**src/rtl/vram_arbiter.sv**
```systemverilog
// Display/CPU arbiter for a single-port synchronous video RAM; the display always wins.
// Build option: define VRAM_ARB_BLANK_ONLY_EN to restrict CPU grants to vertical blanking.
module vram_arbiter #(
    parameter int AW           = 15,
    parameter int DW           = 8,
    parameter int STARVE_LIMIT = 200
) (
    input  logic          dot_clock,
    input  logic          reset,
    input  logic          vblank,
    input  logic          disp_req,
    input  logic [AW-1:0] disp_addr,
    output logic          disp_rvalid,
    output logic [DW-1:0] disp_rdata,
    input  logic          cpu_req,
    input  logic          cpu_we,
    input  logic [AW-1:0] cpu_addr,
    input  logic [DW-1:0] cpu_wdata,
    output logic          cpu_ack,
    output logic          cpu_rvalid,
    output logic [DW-1:0] cpu_rdata,
    output logic          cpu_starve,
    output logic          mem_en,
    output logic          mem_we,
    output logic [AW-1:0] mem_addr,
    output logic [DW-1:0] mem_wdata,
    input  logic [DW-1:0] mem_rdata
);

    // state  | meaning
    // S_IDLE | no access on mem_*
    // S_DISP | display read on mem_*
    // S_CPU  | CPU access on mem_*, cpu_ack high
    typedef enum logic [1:0] {S_IDLE, S_DISP, S_CPU} state_t;

    localparam logic [7:0] STARVE_LIM8 = 8'(STARVE_LIMIT);

    state_t     state;
    state_t     state_next;
    logic       cpu_elig;
    logic [7:0] wait_cnt;
    logic [7:0] wait_next;

`ifdef VRAM_ARB_BLANK_ONLY_EN
    assign cpu_elig = vblank;
`else
    // vblank has no effect on eligibility in this build
    assign cpu_elig = vblank | 1'b1;
`endif

    assign disp_rdata = mem_rdata;
    assign cpu_rdata  = mem_rdata;

    // A request seen while cpu_ack is high is the one already granted, so it is skipped.
    always_comb begin
        state_next = S_IDLE;
        if (disp_req)
            state_next = S_DISP;
        else if (cpu_elig && cpu_req && state != S_CPU)
            state_next = S_CPU;
    end

    always_comb begin
        wait_next = wait_cnt;
        if (!cpu_req || state_next == S_CPU)
            wait_next = 8'd0;
        else if (state != S_CPU && wait_cnt != 8'hFF)
            wait_next = wait_cnt + 8'd1;
    end

    always_ff @(posedge dot_clock) begin
        if (reset) begin
            state       <= S_IDLE;
            wait_cnt    <= 8'd0;
            cpu_starve  <= 1'b0;
            cpu_ack     <= 1'b0;
            disp_rvalid <= 1'b0;
            cpu_rvalid  <= 1'b0;
            mem_en      <= 1'b0;
            mem_we      <= 1'b0;
            mem_addr    <= '0;
            mem_wdata   <= '0;
        end else begin
            state    <= state_next;
            wait_cnt <= wait_next;
            if (wait_next >= STARVE_LIM8)
                cpu_starve <= 1'b1;
            cpu_ack     <= (state_next == S_CPU);
            mem_en      <= (state_next != S_IDLE);
            disp_rvalid <= (state == S_DISP);
            cpu_rvalid  <= (state == S_CPU) && !mem_we;
            case (state_next)
                S_DISP: begin
                    mem_addr <= disp_addr;
                    mem_we   <= 1'b0;
                end
                S_CPU: begin
                    mem_addr  <= cpu_addr;
                    mem_we    <= cpu_we;
                    mem_wdata <= cpu_wdata;
                end
                default: mem_we <= 1'b0;
            endcase
        end
    end

endmodule

```
**config.mk**
```make
export PLATFORM = sky130hd
export DESIGN_NAME = vram_arbiter
export DESIGN_NICKNAME = d
export VERILOG_FILES = /design/src/rtl/vram_arbiter.sv
export SDC_FILE = /design/constraint.sdc
export NUM_CORES = 1
export LEC_CHECK = 0
export CORE_ASPECT_RATIO = 1.1
export CORE_MARGIN = 4
export CORE_UTILIZATION = 39
export DETAILED_ROUTE_END_ITERATION = 8
export PLACE_DENSITY = 0.92
export SLEW_MARGIN = 40
export SYNTH_ARGS = -nofsm -noshare
export SYNTH_HDL_FRONTEND = slang
export SYNTH_SLANG_ARGS = --single-unit
```
**constraint.sdc**
```tcl
create_clock -name dot_clock -period 2.2 [get_ports dot_clock]
set_input_delay 0.22 -clock dot_clock [delete_from_list [all_inputs] [get_ports dot_clock]]
set_output_delay 0.22 -clock dot_clock [all_outputs]
set_load 0.02 [all_outputs]
```
==> results.sh <==
export IMPL_outcome="finished, final reports clean"
export IMPL_areaGrowthSynthToFinish_pct=42.2
export IMPL_cts_root_buf="clkbuf_8"
export IMPL_cpMaxStageDelayCell="or4_1"
export IMPL_setup_tns_ns=0
export IMPL_synth_edf_count=0
export IMPL_setup_ws_ns=0.457
export IMPL_io_buffers=71
export IMPL_io_pins=97
export IMPL_path_class="reg2reg"
export IMPL_routedWlPerCell_um=15.1
export IMPL_antenna_found_initial=0
export IMPL_power_mw=1.62
export IMPL_synth_nets=266
export IMPL_final_nets=319
export IMPL_cp_max_fo=6
export IMPL_grt_pass1_vias=1714
export IMPL_fillerInstances=401
export IMPL_ys_seq_area_share_pct=42.9
export IMPL_start_util_pct=40.8
export IMPL_post_cts_buffers=0
export IMPL_die_w_um=72.3
export IMPL_maxCapViolations=0
export IMPL_critical_path_arrival_ns=1.97
export IMPL_core_rowCount=25
export IMPL_place_hpwl_mm=3.46
export IMPL_worst_pin_slew_ns=0.502
export IMPL_yosys_area_top_type_share_pct=42.9
export IMPL_firstDrtPassIters=4
export IMPL_htreeDepth=2
export IMPL_drt_iter0_markers=90
export IMPL_hold_viol=0
export IMPL_gr_usage_all_layers_pct=17.3
export IMPL_hold_class="reg2reg"
export IMPL_crit_family="simple AND/OR/NAND/NOR gates"
export IMPL_gr_total_overflow=0
export IMPL_clock_sinks=38
export IMPL_period_share_pct=79.2
export IMPL_cts_resized=0
export IMPL_cts_tree="yes"
export IMPL_yosys_area_top_type="dfxtp_1"
export IMPL_irDropWorstVdd_mv=0.400
export IMPL_syn_avg_cell_area_um2=8.32
export IMPL_via_per_inst=5.41
export IMPL_setup_violations=0
export IMPL_yosys_top_cells_area="dfxtp_1 43%, a311oi_1 7.4%, buf_4 6.8%"
export IMPL_crit_path_start="wait_cnt[0]$_SDFF_PP0_"
export IMPL_grt_pass1_wl_mm=7.89
export IMPL_diodes=0
export IMPL_synth_seq_cells=38
export IMPL_cp_end_kind="flop"
export IMPL_pre_cts_ws_ns=0.430
export IMPL_total_leakage_power_nw=0.917
export IMPL_ant_nets=0
export IMPL_clk_pin_slew_ns=0.08
export IMPL_powerDensity_nw_per_um2=641
export IMPL_clock_latency_ns=0.29
export IMPL_dieHeight_um=78.7
export IMPL_cts_made_buffers=5
export IMPL_cp_required_ns=2.42
export IMPL_post_route_min_period_ns=1.74
export IMPL_timing_fmax_mhz=574
export IMPL_min_from="mem_we$_SDFF_PP0_"
export IMPL_core_area_um2=4350
export IMPL_critPathMaxStageDelay_ns=0.47
export IMPL_r2r_slack_ns=0.46
export IMPL_grt_max_degree=33
export IMPL_totalWireLength_mm=4.85
export IMPL_ys_warn_count=0
export IMPL_r2r_end="wait_cnt[5]$_SDFF_PP0_"
export IMPL_fin_util_pct=58.0
export IMPL_cts_buffer_depth=2
export IMPL_crit_cells=5
export IMPL_path_cells="ha_1 -> and2_0 -> and3_4 -> or4_1 -> a21oi_1"
export IMPL_crit_buf_inv=0
export IMPL_num_vias=1738
export IMPL_clock_skew_ns=0.00408
export IMPL_synthDistinctLibCells=42
export IMPL_reg2reg_from="wait_cnt[0]$_SDFF_PP0_"
export IMPL_place_gp_congestion=0.807
export IMPL_drv_slew=0
export IMPL_hold_depth=1
export IMPL_slew_headroom_pct=66.5
export IMPL_hold_ws_ns=0.428
export IMPL_rsz0062_at_grt="no"
export IMPL_drc=0
export IMPL_r2r_cells=5
export IMPL_synth_flop_cell="dfxtp_1"
export IMPL_critPathLaunchType="flop"
export IMPL_layout_drive_gt1_share_pct=8.24
export IMPL_die_area_um2=5690
export IMPL_ctsHoldBuffers=0
export IMPL_async_flop_share_pct=0
export IMPL_whs_endpoint="cpu_rvalid$_SDFF_PP0_"
export IMPL_synth_area_um2=1770
export IMPL_syn_inst=213
-- logic make-up after synthesis --
kind of cell / share of synthesized area (%)
AND/OR/NAND/NOR: 24.2
AO/OA/AOI/OAI: 18.6
flip-flops: 42.9
buffers and inverters: 11.5
XOR/XNOR: 0.988
multiplexers: 1.13
adder cells (fa/ha/maj): 0.706
-- cells in the final DEF, fill, tap and decap left out, types with 3 or more instances in the layout --
| cell | Yosys | final |
|---|---|---|
| o31ai_1 | 3 | 3 |
| a311oi_1 | 15 | 15 |
| o21ai_0 | 10 | 10 |
| a21oi_1 | 12 | 12 |
| inv_1 | 4 | 4 |
| nor3_1 | 3 | 3 |
| clkdlybuf4s50_1 | 0 | 71 |
| buf_4 | 16 | 6 |
| nand3_1 | 17 | 17 |
| nand2b_1 | 3 | 3 |
| nor2_1 | 21 | 21 |
| clkbuf_8 | 0 | 5 |
| dfxtp_1 | 38 | 38 |
| nand2_1 | 27 | 27 |
-- through the flow --
| step | instances | area [um^2] |
|---|---|---|
| 3_5_place_dp | 313 | 2410 |
| 4_1_cts | 321 | 2520 |
| 6_report | 321 | 2520 |
| 5_1_grt | 321 | 2520 |
| 2_1_floorplan | 213 | 1770 |
| 3_3_place_gp | 313 | 2410 |
-- synth_stat cells (2+ instances only) --
master / number
nor2_1: 21
o21ai_0: 10
o31ai_1: 3
nand3_1: 17
nand2_1: 27
buf_2: 4
a31oi_1: 2
or3_1: 2
inv_1: 4
dfxtp_1: 38
a21oi_1: 12
nor3_1: 3
clkbuf_1: 9
mux2i_1: 2
a311oi_1: 15
buf_4: 16
nand2b_1: 3
-- where the power goes --
part           leakage [nW]  internal, mW  switching (mW)
registers             0.312         0.721          0.0171
logic                 0.554         0.153           0.132
clock network        0.0504         0.337           0.255
total                 0.917          1.21           0.404
-- worst reg2reg max path: stages (launching register included) --
cell and delay, ns:
dfxtp_1 0.34, ha_1 0.25, and2_0 0.25, and3_4 0.23
or4_1 0.47, a21oi_1 0.15
-- cell type report --
class                   instances  area, um^2  area share, %
inverters                       4        15.0          0.596
multi-input cells             140         808           32.1
clock inverters                 3        45.0           1.79
flip-flops and latches         38         761           30.2
well taps                      54        67.6           2.68
clock buffers                   5        68.8           2.73
repair buffers                 77         756           30.0
-- flip-flops by register name, summed over array words and instances (netlist names) --
register,flops
cpu_rvalid,1
mem_we,1
mem_wdata,8
state,1
wait_cnt,8
disp_rvalid,1
mem_addr,15
cpu_ack,1
mem_en,1
cpu_starve,1
-- per-layer routing --
metal | wire, um | global-route usage, % | up-vias
met4 | 109 | 7.71 | 0
met2 | 2380 | 29.1 | 72
met1 | 1980 | 20.8 | 820
li1 | - | - | 838
met5 | 0 | 0 | -
met3 | 380 | 4.05 | 8
-- worst max-delay path by stage --
stage | end | slack, ns
finish | wait_cnt[5]$_SDFF_PP0_ | 0.46
global placement | cpu_starve$_SDFFE_PP0P_ | 0.46
CTS | wait_cnt[5]$_SDFF_PP0_ | 0.46
global route | wait_cnt[5]$_SDFF_PP0_ | 0.33
detailed placement | cpu_starve$_SDFFE_PP0P_ | 0.43
floorplan | wait_cnt[5]$_SDFF_PP0_ | 0.61
Power figures use the tool's default switching activity.
